--- src/rtl/sync_generator_if.sv ---
// Raster timing bundle between the sync generator and the overlay/pixel
// pipeline. The generator owns the timing outputs; the consumer owns the
// run enable.
interface sync_generator_if;
  logic        en;
  logic        hsync_o;
  logic        vsync_o;
  logic        de_o;
  logic [11:0] x_o;
  logic [11:0] y_o;
  logic        frame_start_o;

  modport master (
    input  en,
    output hsync_o, vsync_o, de_o, x_o, y_o, frame_start_o
  );

  modport slave (
    output en,
    input  hsync_o, vsync_o, de_o, x_o, y_o, frame_start_o
  );
endinterface

--- src/rtl/sync_generator.sv ---
// Programmable raster timing generator for the HDMI output path.
// A horizontal/vertical counter pair walks the raster in the order
// active -> front porch -> sync -> back porch. The decode of the counters
// is registered once, so every output (including x/y) lags the counters
// by exactly one pixel clock. Syncs are decoded active-high internally and
// converted to the sink's polarity at the output register.
module sync_generator #(
  parameter int H_ACTIVE  = 1280,
  parameter int H_FP      = 110,
  parameter int H_SYNC    = 40,
  parameter int H_BP      = 220,
  parameter int V_ACTIVE  = 720,
  parameter int V_FP      = 5,
  parameter int V_SYNC    = 5,
  parameter int V_BP      = 20,
  parameter int HSYNC_POL = 1,
  parameter int VSYNC_POL = 1
) (
  input  logic              pxlClk,
  input  logic              rst,
  sync_generator_if.master  sg
);

  localparam int H_TOTAL = H_ACTIVE + H_FP + H_SYNC + H_BP;
  localparam int V_TOTAL = V_ACTIVE + V_FP + V_SYNC + V_BP;

  localparam logic [11:0] H_LAST = 12'(H_TOTAL - 1);
  localparam logic [11:0] V_LAST = 12'(V_TOTAL - 1);

  // Decode thresholds are 13 bits wide: a sync end can equal 4096 when the
  // back porch is zero and the total is the full 12-bit range.
  localparam logic [12:0] H_DE_END = 13'(H_ACTIVE);
  localparam logic [12:0] H_HS_BEG = 13'(H_ACTIVE + H_FP);
  localparam logic [12:0] H_HS_END = 13'(H_ACTIVE + H_FP + H_SYNC);
  localparam logic [12:0] V_DE_END = 13'(V_ACTIVE);
  localparam logic [12:0] V_VS_BEG = 13'(V_ACTIVE + V_FP);
  localparam logic [12:0] V_VS_END = 13'(V_ACTIVE + V_FP + V_SYNC);

  localparam logic HS_LVL = (HSYNC_POL != 0);
  localparam logic VS_LVL = (VSYNC_POL != 0);

  // Map an internal active-high sync onto the pin level the sink expects.
  function automatic logic drive_level(input logic asserted, input logic level);
    return asserted ? level : ~level;
  endfunction

  logic [11:0] hcnt_p0;
  logic [11:0] vcnt_p0;
  logic        de_p0;
  logic        hs_p0;
  logic        vs_p0;
  logic        fs_p0;

  logic        hsync_p1;
  logic        vsync_p1;
  logic        de_p1;
  logic [11:0] x_p1;
  logic [11:0] y_p1;
  logic        fs_p1;

  // ---- stage p0: raster counters ----
  // Walk the raster while enabled; any idle cycle parks both counters at the
  // origin so a re-enable always starts a fresh frame.
  always_ff @(posedge pxlClk or negedge rst) begin
    if (!rst) begin
      hcnt_p0 <= '0;
      vcnt_p0 <= '0;
    end else if (!sg.en) begin
      hcnt_p0 <= '0;
      vcnt_p0 <= '0;
    end else if (hcnt_p0 == H_LAST) begin
      hcnt_p0 <= '0;
      vcnt_p0 <= (vcnt_p0 == V_LAST) ? 12'd0 : vcnt_p0 + 12'd1;
    end else begin
      hcnt_p0 <= hcnt_p0 + 12'd1;
    end
  end

  // Decode active video, syncs and frame origin from the current counters.
  always_comb begin
    de_p0 = 1'b0;
    hs_p0 = 1'b0;
    vs_p0 = 1'b0;
    fs_p0 = 1'b0;
    de_p0 = ({1'b0, hcnt_p0} < H_DE_END) && ({1'b0, vcnt_p0} < V_DE_END);
    hs_p0 = ({1'b0, hcnt_p0} >= H_HS_BEG) && ({1'b0, hcnt_p0} < H_HS_END);
    vs_p0 = ({1'b0, vcnt_p0} >= V_VS_BEG) && ({1'b0, vcnt_p0} < V_VS_END);
    fs_p0 = (hcnt_p0 == 12'd0) && (vcnt_p0 == 12'd0);
  end

  // ---- stage p1: registered outputs ----
  // Register the decode together with the coordinates so x/y stay aligned to
  // de; idle cycles present the same levels as reset.
  always_ff @(posedge pxlClk or negedge rst) begin
    if (!rst) begin
      hsync_p1 <= ~HS_LVL;
      vsync_p1 <= ~VS_LVL;
      de_p1    <= 1'b0;
      x_p1     <= '0;
      y_p1     <= '0;
      fs_p1    <= 1'b0;
    end else if (!sg.en) begin
      hsync_p1 <= ~HS_LVL;
      vsync_p1 <= ~VS_LVL;
      de_p1    <= 1'b0;
      x_p1     <= '0;
      y_p1     <= '0;
      fs_p1    <= 1'b0;
    end else begin
      hsync_p1 <= drive_level(hs_p0, HS_LVL);
      vsync_p1 <= drive_level(vs_p0, VS_LVL);
      de_p1    <= de_p0;
      x_p1     <= hcnt_p0;
      y_p1     <= vcnt_p0;
      fs_p1    <= fs_p0;
    end
  end

  assign sg.hsync_o       = hsync_p1;
  assign sg.vsync_o       = vsync_p1;
  assign sg.de_o          = de_p1;
  assign sg.x_o           = x_p1;
  assign sg.y_o           = y_p1;
  assign sg.frame_start_o = fs_p1;

endmodule

--- src/flat_wrapper.sv ---
// flat-port wrapper written by rule: the top's interface ports become plain ports
module sync_generator_flat 
#(
  parameter int H_ACTIVE  = 1280,
  parameter int H_FP      = 110,
  parameter int H_SYNC    = 40,
  parameter int H_BP      = 220,
  parameter int V_ACTIVE  = 720,
  parameter int V_FP      = 5,
  parameter int V_SYNC    = 5,
  parameter int V_BP      = 20,
  parameter int HSYNC_POL = 1,
  parameter int VSYNC_POL = 1
)
  (pxlClk, rst, sg_en, sg_hsync_o, sg_vsync_o, sg_de_o, sg_x_o, sg_y_o, sg_frame_start_o);
  sync_generator_if sg_i ();
  input  logic pxlClk;
  input  logic rst;
  input wire logic [$bits(sg_i.en)-1:0] sg_en;
  output wire logic [$bits(sg_i.hsync_o)-1:0] sg_hsync_o;
  output wire logic [$bits(sg_i.vsync_o)-1:0] sg_vsync_o;
  output wire logic [$bits(sg_i.de_o)-1:0] sg_de_o;
  output wire logic [$bits(sg_i.x_o)-1:0] sg_x_o;
  output wire logic [$bits(sg_i.y_o)-1:0] sg_y_o;
  output wire logic [$bits(sg_i.frame_start_o)-1:0] sg_frame_start_o;
  assign sg_i.en = sg_en;
  assign sg_hsync_o = sg_i.hsync_o;
  assign sg_vsync_o = sg_i.vsync_o;
  assign sg_de_o = sg_i.de_o;
  assign sg_x_o = sg_i.x_o;
  assign sg_y_o = sg_i.y_o;
  assign sg_frame_start_o = sg_i.frame_start_o;
  sync_generator #(.H_ACTIVE(H_ACTIVE), .H_FP(H_FP), .H_SYNC(H_SYNC), .H_BP(H_BP), .V_ACTIVE(V_ACTIVE), .V_FP(V_FP), .V_SYNC(V_SYNC), .V_BP(V_BP), .HSYNC_POL(HSYNC_POL), .VSYNC_POL(VSYNC_POL)) u_core (.pxlClk(pxlClk), .rst(rst), .sg(sg_i));
endmodule
--- config.mk ---
export PLATFORM = sky130hd
export DESIGN_NAME = sync_generator_flat
export DESIGN_NICKNAME = d
export VERILOG_FILES = /design/src/rtl/sync_generator_if.sv /design/src/rtl/sync_generator.sv /design/src/flat_wrapper.sv
export SDC_FILE = /design/constraint.sdc
export NUM_CORES = 1
export LEC_CHECK = 0
export BUFFER_PORTS_ARGS = -buffer_cell sky130_fd_sc_hd__buf_2
export CAP_MARGIN = 15
export CORE_MARGIN = 4
export CORE_UTILIZATION = 40
export CTS_CLUSTER_DIAMETER = 150
export DETAILED_ROUTE_END_ITERATION = 10
export GPL_ROUTABILITY_DRIVEN = 1
export PLACE_DENSITY = 0.67
export SLEW_MARGIN = 20
export SYNTH_ARGS = -nofsm -noshare
export SYNTH_HDL_FRONTEND = slang
export SYNTH_SLANG_ARGS = --single-unit
--- constraint.sdc ---
create_clock -name pxlClk -period 2.5 [get_ports pxlClk]
set_clock_uncertainty 0.15 [all_clocks]
set_input_delay 0 -clock pxlClk [delete_from_list [all_inputs] [get_ports pxlClk]]
set_output_delay 0 -clock pxlClk [all_outputs]
set_load 0.01 [all_outputs]
==> results.md, run 1 <==
- Outcome: finished clean
- Final HPWL DP: 3274 um
- Worst VDD drop: 0.2759 mV
- Pwr Density: 561.4 nW/um^2
- Antenna diodes: 0
- First drt pass iteration count: 4
- Max-cap viol count: 0
- Final ANT Viol Nets: 0
- Post-synth EDFFs: 0
- Area of the multi-input gates: 1007 sq um
- Vias per cell: 5.195
- Endpoints failing setup: 0
- Synth area leader: dfrtp_1
- Drt wl/cell: 14.46 um
- Highest routed layer: met4
- Drt initial violations: 136
- Netlist cell types: 46
- Final Hold Vio Count: 0
- RePlAce Congestion: 0.8909
- Area grow syn2layout: 13.30%
- Sequential area share after synthesis: 53.83%
- Die area: 7351 sq um
- Number of port buffers: 30
- Metal2 WL: 2145 um
- Rel. slew slack: 58.37%
- First-pass GRT wire length: 8418 um
- Core ar.: 5886 sq um
- Pin count of the biggest net entering global routing: 53
- Setup CP Type: reg2reg
- CTS max path bufs: 2
- Final net count: 267
- Gate Count Post-Synth: 231
- WP data arrival: 2.16 ns
- Top-area cell type share of the netlist area: 53.83%
- Met3 WL post-DR: 247 um
- Worst slack, placed: 0.4635 ns
- Via Count: 1,730
- Worst-path clk slew: 0.09 ns
- H-tree Lvls: 2
- Avg Synthesized Cell Area: 10.46 sq um
- Fin Hold WS: 0.1788 ns
- Std cell rows: 28
- Cts hold-fix bufs: 2
- Sum Neg Setup Slack: 0 ns
- Syn Nets: 241
- Max FO, Critical Path: 10
- Critical Path RT: 2.58 ns
- Critical path endpoint category: flip-flop
- Met1 WL: 2337 um
- Leakage: 1.311 nW
- Cts bufs inserted: 5
- Synth area leaders: dfrtp_1, and2_1, nor2_1
- Cell Area, Synth: 2417 sq um
- Post-synth top flop: dfrtp_1
- Unrepaired setup endpoints after global routing: no
- Hold crit path type: in2async
- DRC: 0
- Final slew viol count: 0
- Initial Util: 41.07%
- Synth warnings: 0
- Post-synthesis register bit count: 52
- Vias in the first global route: 1,719
- Gr ovfl total: 0
- Height of the die: 85.74 um
- Final wirelength: 4815 um
- Crit start category: flip-flop
- Cts repair resizes: 0
- Clk root buf: clkbuf_8
- Clock Latency Late Sink: 0.31 ns
- Final min period: 2.075 ns
- Least-Margin Pin Slew: 0.6244 ns
- I/O pin cnt: 31
- Fillers: 557
- Layout cells sized above 1: 18.22%
- Total Routing Usage GR: 14.51%
- FF+latch area: 1301 sq um
- Fmax: 482.0 MHz
- Final Util: 46.53%
- TritonCTS clock tree: built
- CTS sink count: 52
- Worst setup margin: 0.4253 ns
- Async set-or-reset flop fraction in the synthesized netlist: 100.0%
- Initial antenna violation count: 0
- Die Wd: 85.74 um
- Post-CTS setup buffer count: 0
- Final Cycle Share: 82.99%
-- cell families after synthesis --
kind of cell               after synthesis  synth area share [%]
AOI/OAI and AO/OA                       29                 8.386
xor gates and xnor gates                11                 3.985
adders and majority gates                7                 3.623
buffers and inverters                   23                 4.503
DFF                                     52                 53.83
muxes                                    1                0.4141
and+or+nand+nor                        108                 25.26
-- worst paths after layout --
kind	startpoint	endpoint	slack, ns	depth (start not counted)
max in group asynchronous	rst	u_core.vcnt_p0[3]	1.59	3
min in group pxlClk	u_core.vcnt_p0[0]	u_core.vcnt_p0[0]	0.42	1
min reg2reg	u_core.vcnt_p0[0]	u_core.vcnt_p0[0]	0.42	1
max	u_core.vcnt_p0[1]	u_core.vcnt_p0[10]	0.43	7
max reg2reg	u_core.vcnt_p0[1]	u_core.vcnt_p0[10]	0.43	7
min	rst	u_core.sg.y_o[9]	0.18	3
-- per-stage QoR --
step	instances	total power, mW	instance area, sq um
after detailed placement	323	0.9445	2597
after global placement	323	0.9429	2597
after floorplan	231	0.9114	2417
final	333	1.538	2739
after global routing	333	1.602	2739
after CTS	333	1.551	2739
-- worst max-delay path: stages (launching register included) --
cell     delay (ns)
dfrtp_1        0.42
inv_1          0.12
ha_1           0.20
and4b_1        0.22
a31oi_1        0.21
buf_4          0.21
or3b_1         0.35
mux2i_1        0.13
-- state kept, by name, summed over array words and instances (netlist names) --
name / count
u_core.hcnt_p0: 12
u_core.sg.de_o: 1
u_core.sg.frame_start_o: 1
u_core.sg.hsync_o: 1
u_core.sg.vsync_o: 1
u_core.sg.x_o: 12
u_core.sg.y_o: 12
u_core.vcnt_p0: 12
-- power breakdown --
| group | switching [mW] | leakage [nW] | internal, mW |
|---|---|---|---|
| logic | 0.0481 | 0.530 | 0.0224 |
| registers | 0.00856 | 0.720 | 0.849 |
| clock network | 0.282 | 0.0614 | 0.328 |
-- synthesized netlist by cell type, types with 3 or more instances --
library cell  instances
nor4b_1               3
nand3_1              16
o21ai_0               5
nor3_1                3
and4_1                3
nor2_1               26
inv_1                 7
a31oi_1               6
and2_1               19
o31ai_1               3
nand2_1              14
ha_1                  7
nor4_1                4
buf_2                 8
o211ai_1              3
nand4_1               4
and4b_1               3
dfrtp_1              52
xor2_1                5
clkbuf_1              3
buf_4                 3
xnor2_1               6
-- cell usage in the layout, fill, tap and decap left out, drive strengths merged, types with 2 or more instances in the layout --
| master | synthesis | routed |
|---|---|---|
| o211ai | 3 | 3 |
| nand4 | 4 | 4 |
| and4 | 3 | 3 |
| or4 | 3 | 3 |
| dfrtp | 52 | 52 |
| and2 | 19 | 19 |
| nor2 | 26 | 26 |
| buf | 11 | 32 |
| nand2 | 15 | 15 |
| clkbuf | 4 | 6 |
| nor4 | 4 | 4 |
| and4b | 3 | 3 |
| a21oi | 2 | 2 |
| and3 | 2 | 2 |
| nand3 | 16 | 16 |
| o31ai | 3 | 3 |
| inv | 8 | 8 |
| dlygate4sd3 | 0 | 2 |
| ha | 7 | 7 |
| xnor2 | 6 | 6 |
| a31oi | 7 | 7 |
| xor2 | 5 | 5 |
| nor4b | 4 | 4 |
| o21ai | 5 | 5 |
| nor3 | 4 | 4 |
| nand2b | 2 | 2 |
-- per-layer routing --
layer,up-vias,track usage (%)
li1,855,-
met5,-,0
met4,0,6.043
met3,6,3.170
met1,818,19.99
met2,51,22.18
-- area by class of cell --
| type | instances | share of cell area, % |
|---|---|---|
| flip-flops and latches | 52 | 47.51 |
| multi-input cells | 156 | 36.77 |
| repair buffers | 34 | 6.761 |
| well taps | 75 | 3.426 |
| clock buffers | 6 | 3.015 |
| clock inverters | 2 | 1.416 |
| inverters | 8 | 1.096 |
No activity file was read; power rests on OpenSTA's default activity.
==> run 2: changes to the inputs <==
--- a/config.mk
+++ b/config.mk
@@ -5,6 +5,7 @@
 export SDC_FILE = /design/constraint.sdc
 export NUM_CORES = 1
 export LEC_CHECK = 0
+export ABC_AREA = 1
 export BUFFER_PORTS_ARGS = -buffer_cell sky130_fd_sc_hd__buf_2
 export CAP_MARGIN = 15
 export CORE_MARGIN = 4
@@ -12,7 +13,7 @@
 export CTS_CLUSTER_DIAMETER = 150
 export DETAILED_ROUTE_END_ITERATION = 10
 export GPL_ROUTABILITY_DRIVEN = 1
-export PLACE_DENSITY = 0.67
+export PLACE_DENSITY = 0.66
 export SLEW_MARGIN = 20
 export SYNTH_ARGS = -nofsm -noshare
 export SYNTH_HDL_FRONTEND = slang
==> constraint.sdc (replaced) <==
create_clock -name pxlClk -period 2 [get_ports pxlClk]
set_clock_uncertainty 0.15 [all_clocks]
set_input_delay 0 -clock pxlClk [delete_from_list [all_inputs] [get_ports pxlClk]]
set_output_delay 0 -clock pxlClk [all_outputs]
set_load 0.01 [all_outputs]
==> run 2 against run 1 <==
Synthesized cell count rose by 45%. Non-clock buffer count rose by 2. Largest cell class unchanged. Sequential cell count did not move. Cell count rose by 35%. Highest routed layer unchanged.
==> results.md, run 2 <==
- First-pass GRT wire length: 9232 um (was 8418 um)
- Post-CTS setup buffer count: 0 (unchanged)
- TritonCTS clock tree: built (unchanged)
- Clk root buf: clkbuf_8 (unchanged)
- Cts hold-fix bufs: 2 (unchanged)
- Critical path's slowest cell: dfrtp_1 (unchanged)
- Sequential area share after synthesis: 50.31% (was 53.83%)
- Placed cell areas: 2814 sq um (was 2597 sq um)
- Final min period: 1.703 ns (was 2.075 ns)
- Most common cell after layout, fill and taps aside: nand2_1 (was dfrtp_1)
- Crit-path cells: inv_1 -> ha_1 -> nand2_1 -> nor2_1 -> nand3_2 -> nand2_2 -> inv_2 -> nand2_1 -> o21ai_0 (was inv_1 -> ha_1 -> and4b_1 -> a31oi_1 -> buf_4 -> or3b_1 -> mux2i_1)
- Clock Latency Late Sink: 0.30 ns (was 0.31 ns)
- Commonest cells in the netlist: nand2_1, inv_1, dfrtp_1, nor2_1, nand3_1 (was dfrtp_1, nor2_1, and2_1, nand3_1, nand2_1)
- CP dominant cell by count: nand2_1
- Vias per cell: 4.701 (was 5.195)
- Pwr Density: 610.3 nW/um^2 (was 561.4 nW/um^2)
- Vias in the first global route: 1,979 (was 1,719)
- Drt wl/cell: 12.07 um (was 14.46 um)
- H-tree Lvls: 2 (unchanged)
- Final Hold Vio Count: 0 (unchanged)
- Hold crit path type: in2async (unchanged)
- Unrepaired setup endpoints after global routing: no (unchanged)
- Fillers: 679 (was 557)
- I/O pin cnt: 31 (unchanged)
- Via Count: 2,106 (was 1,730)
- Finished Cell Area: 2928 sq um (was 2739 sq um)
- Cell Area, Synth: 2586 sq um (was 2417 sq um)
- Gate Count Post-Synth: 336 (was 231)
- Final wirelength: 5407 um (was 4815 um)
- Max FO, Critical Path: 15 (was 10)
- Number of port buffers: 30 (unchanged)
- Setup CP Type: reg2reg (unchanged)
- Post-synth EDFFs: 0 (unchanged)
- Crit start category: flip-flop (unchanged)
- Synth warnings: 0 (unchanged)
- First drt pass iteration count: 4 (unchanged)
- Top-area cell type share of the netlist area: 50.31% (was 53.83%)
- Sum Neg Setup Slack: 0 ns (unchanged)
- Core ar.: 6314 sq um (was 5886 sq um)
- Area grow syn2layout: 13.21% (was 13.30%)
- RePlAce Congestion: 0.8597 (was 0.8909)
- Std cell rows: 29 (was 28)
- Antenna diodes: 0 (unchanged)
- Netlist cell types: 20 (was 46)
- Final HPWL DP: 3860 um (was 3274 um)
- Max-cap viol count: 0 (unchanged)
- Total Routing Usage GR: 14.89% (was 14.51%)
- Least-Margin Pin Slew: 0.4059 ns (was 0.6244 ns)
- Critical path endpoint category: flip-flop (unchanged)
- DRC: 0 (unchanged)
- Height of the die: 88.41 um (was 85.74 um)
- Pin count of the biggest net entering global routing: 53 (unchanged)
- Post-synthesis register bit count: 52 (unchanged)
- Synth area leader: dfrtp_1 (unchanged)
- Post-synth top flop: dfrtp_1 (unchanged)
- Peak per-stage delay on the critical path: 0.42 ns (about the same)
- Die area: 7816 sq um (was 7351 sq um)
- Fmax: 587.2 MHz (was 482.0 MHz)
- Final slew viol count: 0 (unchanged)
- Final Cycle Share: 85.15% (was 82.99%)
- Initial antenna violation count: 0 (unchanged)
- Syn Nets: 346 (was 241)
- Critical Path RT: 2.03 ns (was 2.58 ns)
- FF+latch area: 1301 sq um (unchanged)
- Area of the multi-input gates: 998.5 sq um (was 1007 sq um)
- Leakage: 1.701 nW (was 1.311 nW)
- CTS max path bufs: 2 (unchanged)
- Endpoints failing setup: 0 (unchanged)
- Async set-or-reset flop fraction in the synthesized netlist: 100.0% (unchanged)
- WP data arrival: 1.73 ns (was 2.16 ns)
- Gr ovfl total: 0 (unchanged)
- Synth area leaders: dfrtp_1, nand2_1, inv_1 (was dfrtp_1, and2_1, nor2_1)
- Cts bufs inserted: 5 (unchanged)
- Outcome: finished clean (unchanged)
- Drt initial violations: 126 (was 136)
- Final ANT Viol Nets: 0 (unchanged)
- Commonest cells after routing, fill and taps aside: nand2_1, inv_1, dfrtp_1 (was dfrtp_1, buf_2, nor2_1)
- Worst-path clk slew: 0.09 ns (about the same)
- Initial Util: 40.96% (was 41.07%)
- Placed insts: 438 (was 323)
- Layout cells sized above 1: 14.02% (was 18.22%)
- Cts repair resizes: 0 (unchanged)
- Final std cells w/o fill: 448 (was 333)
- CTS sink count: 52 (unchanged)
- Rel. slew slack: 72.84% (was 58.37%)
- Avg Synthesized Cell Area: 7.697 sq um (was 10.46 sq um)
- Most common cell in the synthesized netlist: nand2_1 (was dfrtp_1)
- Final net count: 380 (was 267)
- Worst VDD drop: 0.3343 mV (was 0.2759 mV)
- Die Wd: 88.41 um (was 85.74 um)
[run 2: cell types whose count changed after synthesis, sizes merged, moves of 4 or more]
cell	before	now
nand2	15	99
inv	8	60
nor2	26	51
and2	19	0
a31oi	7	0
nand3	16	22
nand4	4	10
o21ai	5	11
xnor2	6	0
buf	11	6
nor4b	4	0
[run 2: kinds of logic (layout without fill, tap and decap cells)]
logic type	after synthesis	count (layout)	share of synthesized area (%)
AO/OA/AOI/OAI	14	14	2.709
XOR/XNOR	4	4	1.354
adder cells (fa/ha/maj)	7	7	3.386
buffers and inverters	69	104	11.08
flip-flops	52	52	50.31
AND/OR/NAND/NOR	190	190	31.16
[run 2: cell type report]
| cell class | instances | share of cell area [%] |
|---|---|---|
| Sequential cell | 52 | 44.44 |
| Clock inverter | 1 | 0.2564 |
| Inverter | 60 | 7.692 |
| Multi-Input combinational cell | 215 | 34.10 |
| Clock buffer | 7 | 2.949 |
| Tap cell | 77 | 3.291 |
| Timing Repair Buffer | 36 | 7.265 |
[run 2: where the power goes]
part,internal [mW],leakage (nW),switching (mW)
Sequential,1.06,0.720,0.00904
Combinational,0.0310,0.937,0.0672
Clock,0.282,0.0445,0.337
Total,1.37,1.70,0.413
[run 2: layer usage]
layer | up-vias | part of all wire, % | global-route usage [%]
li1 | 1089 | - | -
met1 | 971 | 50 | 21.24
met2 | 38 | 45 | 23.52
met3 | 8 | 3.7 | 2.700
met4 | 0 | 1.5 | 3.709
met5 | - | 0 | 0
[run 2: through the flow]
step                      total power, mW  setup slack (ns)  utilization, %  hold slack, ns
final                               1.787            0.2970           46.37         0.06005
after global routing                1.876            0.1508           46.37         0.09103
after CTS                           1.823            0.2905           46.37         0.07282
after detailed placement            1.189            0.3101           44.57         -0.1343
after global placement              1.188            0.3578           44.57         -0.1410
after floorplan                     1.142            0.5072               -         -0.4456
[run 2: worst max-delay path, delay by kind of cell, from the launching register on]
kind	cells	cell delay, ns
compound gates	1	0.08
fa+ha+maj	1	0.17
buf+inv	2	0.25
flops	1	0.42
simple gates	5	0.51
[run 2: final timing paths]
path / start / to / slack (ns) / cells past startpoint
min in group pxlClk: u_core.hcnt_p0[10] / u_core.sg.x_o[10] / 0.40 / 2
max in group asynchronous: rst / u_core.vcnt_p0[7] / 1.39 / 3
hold reg to reg: u_core.hcnt_p0[10] / u_core.sg.x_o[10] / 0.40 / 2
setup / recovery: u_core.hcnt_p0[1] / u_core.vcnt_p0[2] / 0.30 / 9
setup reg to reg: u_core.hcnt_p0[1] / u_core.vcnt_p0[2] / 0.30 / 9
hold / removal: rst / u_core.sg.y_o[11] / 0.06 / 3
==> run 3: changes to the inputs <==
--- a/config.mk
+++ b/config.mk
@@ -6,7 +6,7 @@
 export NUM_CORES = 1
 export LEC_CHECK = 0
 export ABC_AREA = 1
-export BUFFER_PORTS_ARGS = -buffer_cell sky130_fd_sc_hd__buf_2
+export BUFFER_PORTS_ARGS = -buffer_cell sky130_fd_sc_hd__clkbuf_2
 export CAP_MARGIN = 15
 export CORE_MARGIN = 4
 export CORE_UTILIZATION = 40
==> run 3 against run 2 <==
First-iteration DRC count is 43% higher. Cell count is 0.45% lower. Critical path depth stayed put. Worst hold slack worse by 0.047 ns. Die area stayed put. Clock power is 0.8% higher. Non-clock buffer count is 2 lower. Fmax hardly changed. Sequential cell count stayed put. Utilization is 0.28 points lower. Power is 0.17% higher. Final area is 0.60% lower. Largest power group unchanged.
==> results.md, run 3 (synthesis results as in run 2) <==
- Outcome: finished clean (unchanged)
- Initial antenna violation count: 0 (unchanged)
- Final net count: 378 (was 380)
- Height of the die: 88.41 um (unchanged)
- Commonest cells after routing, fill and taps aside: nand2_1, inv_1, dfrtp_1 (unchanged)
- Sum Neg Setup Slack: 0 ns (unchanged)
- CTS sink count: 52 (unchanged)
- Crit-path cells: inv_1 -> ha_1 -> nand2_1 -> nor2_1 -> nand3_2 -> nand2_2 -> inv_2 -> nand2_1 -> o21ai_0 (unchanged)
- First-pass GRT wire length: 9563 um (was 9232 um)
- Final HPWL DP: 3869 um (was 3860 um)
- Std cell rows: 29 (unchanged)
- TritonCTS clock tree: built (unchanged)
- CTS max path bufs: 2 (unchanged)
- Final min period: 1.702 ns (was 1.703 ns)
- Final Hold Vio Count: 0 (unchanged)
- Clock Latency Late Sink: 0.31 ns (was 0.30 ns)
- Layout cells sized above 1: 13.82% (was 14.02%)
- Peak per-stage delay on the critical path: 0.43 ns (was 0.42 ns)
- Placed insts: 437 (was 438)
- I/O pin cnt: 31 (unchanged)
- Post-CTS setup buffer count: 0 (unchanged)
- First drt pass iteration count: 4 (unchanged)
- Max-cap viol count: 0 (unchanged)
- Clk root buf: clkbuf_8 (unchanged)
- Antenna diodes: 0 (unchanged)
- Via Count: 2,099 (was 2,106)
- CP dominant cell by count: nand2_1 (unchanged)
- Rel. slew slack: 59.74% (was 72.84%)
- Most common cell after layout, fill and taps aside: nand2_1 (unchanged)
- Critical path's slowest cell: dfrtp_1 (unchanged)
- Final slew viol count: 0 (unchanged)
- Core ar.: 6314 sq um (unchanged)
- Number of port buffers: 30 (unchanged)
- Die Wd: 88.41 um (unchanged)
- Least-Margin Pin Slew: 0.6039 ns (was 0.4059 ns)
- WP data arrival: 1.74 ns (was 1.73 ns)
- Total Routing Usage GR: 15.63% (was 14.89%)
- Area grow syn2layout: 12.53% (was 13.21%)
- Setup CP Type: reg2reg (unchanged)
- Max FO, Critical Path: 15 (unchanged)
- Die area: 7816 sq um (unchanged)
- Initial Util: 40.96% (unchanged)
- Final wirelength: 5429 um (was 5407 um)
- Cts bufs inserted: 5 (unchanged)
- Worst VDD drop: 0.3064 mV (was 0.3343 mV)
- Cts repair resizes: 0 (unchanged)
- RePlAce Congestion: 0.8771 (was 0.8597)
- Endpoints failing setup: 0 (unchanged)
- Fmax: 587.5 MHz (was 587.2 MHz)
- DRC: 0 (unchanged)
- Unrepaired setup endpoints after global routing: no (unchanged)
- Drt wl/cell: 12.17 um (was 12.07 um)
- Worst-path clk slew: 0.09 ns (about the same)
- Pin count of the biggest net entering global routing: 32 (was 53)
- Vias per cell: 4.706 (was 4.701)
- Drt initial violations: 180 (was 126)
- Critical Path RT: 2.03 ns (about the same)
- Pwr Density: 615.0 nW/um^2 (was 610.3 nW/um^2)
- Leakage: 1.668 nW (was 1.701 nW)
- H-tree Lvls: 2 (unchanged)
- Hold crit path type: in2reg (was in2async)
- Final Cycle Share: 85.11% (was 85.15%)
- Critical path endpoint category: flip-flop (unchanged)
- Crit start category: flip-flop (unchanged)
- Gr ovfl total: 0 (unchanged)
- Vias in the first global route: 2,072 (was 1,979)
- Final ANT Viol Nets: 0 (unchanged)
- Final std cells w/o fill: 446 (was 448)
## run 3: cell types whose count changed in the layout (fill, tap and decap cells not counted)
cell | previous run | this run
dlygate4sd3_1 | 2 | 1
buf_4 | 3 | 2
clkbuf_2 | 0 | 30
buf_2 | 30 | 0
## run 3: final cells by class
type,count,area (sq um)
Multi-Input combinational cell,215,998.5
Tap cell,77,96.34
Sequential cell,52,1301
Clock inverter,1,7.507
Inverter,60,225.2
Fill cell,663,3403
Timing Repair Buffer,34,195.2
Clock buffer,7,86.33
## run 3: what timing repair did
action	CTS	global route
endpoints found under the hold margin	52	0
hold buffers	1	0
setup endpoints to repair	0	0
## run 3: final timing paths
check / from / endpoint / slack [ns] / cells after the start
hold / removal: sg_en / u_core.sg.x_o[5] / 0.01 / 3
min in group asynchronous: rst / u_core.sg.y_o[5] / 0.08 / 2
setup / recovery: u_core.hcnt_p0[1] / u_core.vcnt_p0[2] / 0.30 / 9
max in group asynchronous: rst / u_core.hcnt_p0[8] / 1.07 / 3
hold reg to reg: u_core.hcnt_p0[7] / u_core.sg.hsync_o / 0.39 / 1
setup reg to reg: u_core.hcnt_p0[1] / u_core.vcnt_p0[2] / 0.30 / 9
## run 3: worst max-delay path, delay by kind of cell (launching register included)
family                     cells  cell delay, ns
AOI/OAI and AO/OA              1            0.08
adders and majority gates      1            0.16
buffers and inverters          2            0.25
DFF                            1            0.43
and+or+nand+nor                5            0.51
## run 3: report_power, final
part	total, mW	switching [mW]	internal (mW)
combinational	0.0959	0.0675	0.0284
clock	0.624	0.342	0.282
sequential	1.07	0.00875	1.06
total	1.79	0.419	1.37
## run 3: stage by stage
step           worst slack (ns)  hold WS, ns  power, mW  cell area, sq um  util (%)
4_1_cts                  0.2919      0.02127      1.820              2910     46.10
6_report                 0.2977      0.01305      1.790              2910     46.10
3_5_place_dp             0.3156      -0.1058      1.188              2806     44.45
2_1_floorplan            0.5072      -0.4456      1.142              2586         -
3_3_place_gp             0.3530      -0.1180      1.187              2806     44.45
5_1_grt                  0.1174      0.04318      1.877              2910     46.10
## run 3: routing by layer
layer,track usage [%],vias to the layer above,routed length (um)
met2,24.41,47,2421
met5,0,-,0
met3,2.980,11,232
met4,6.456,0,108
li1,-,1081,-
met1,21.37,960,2665
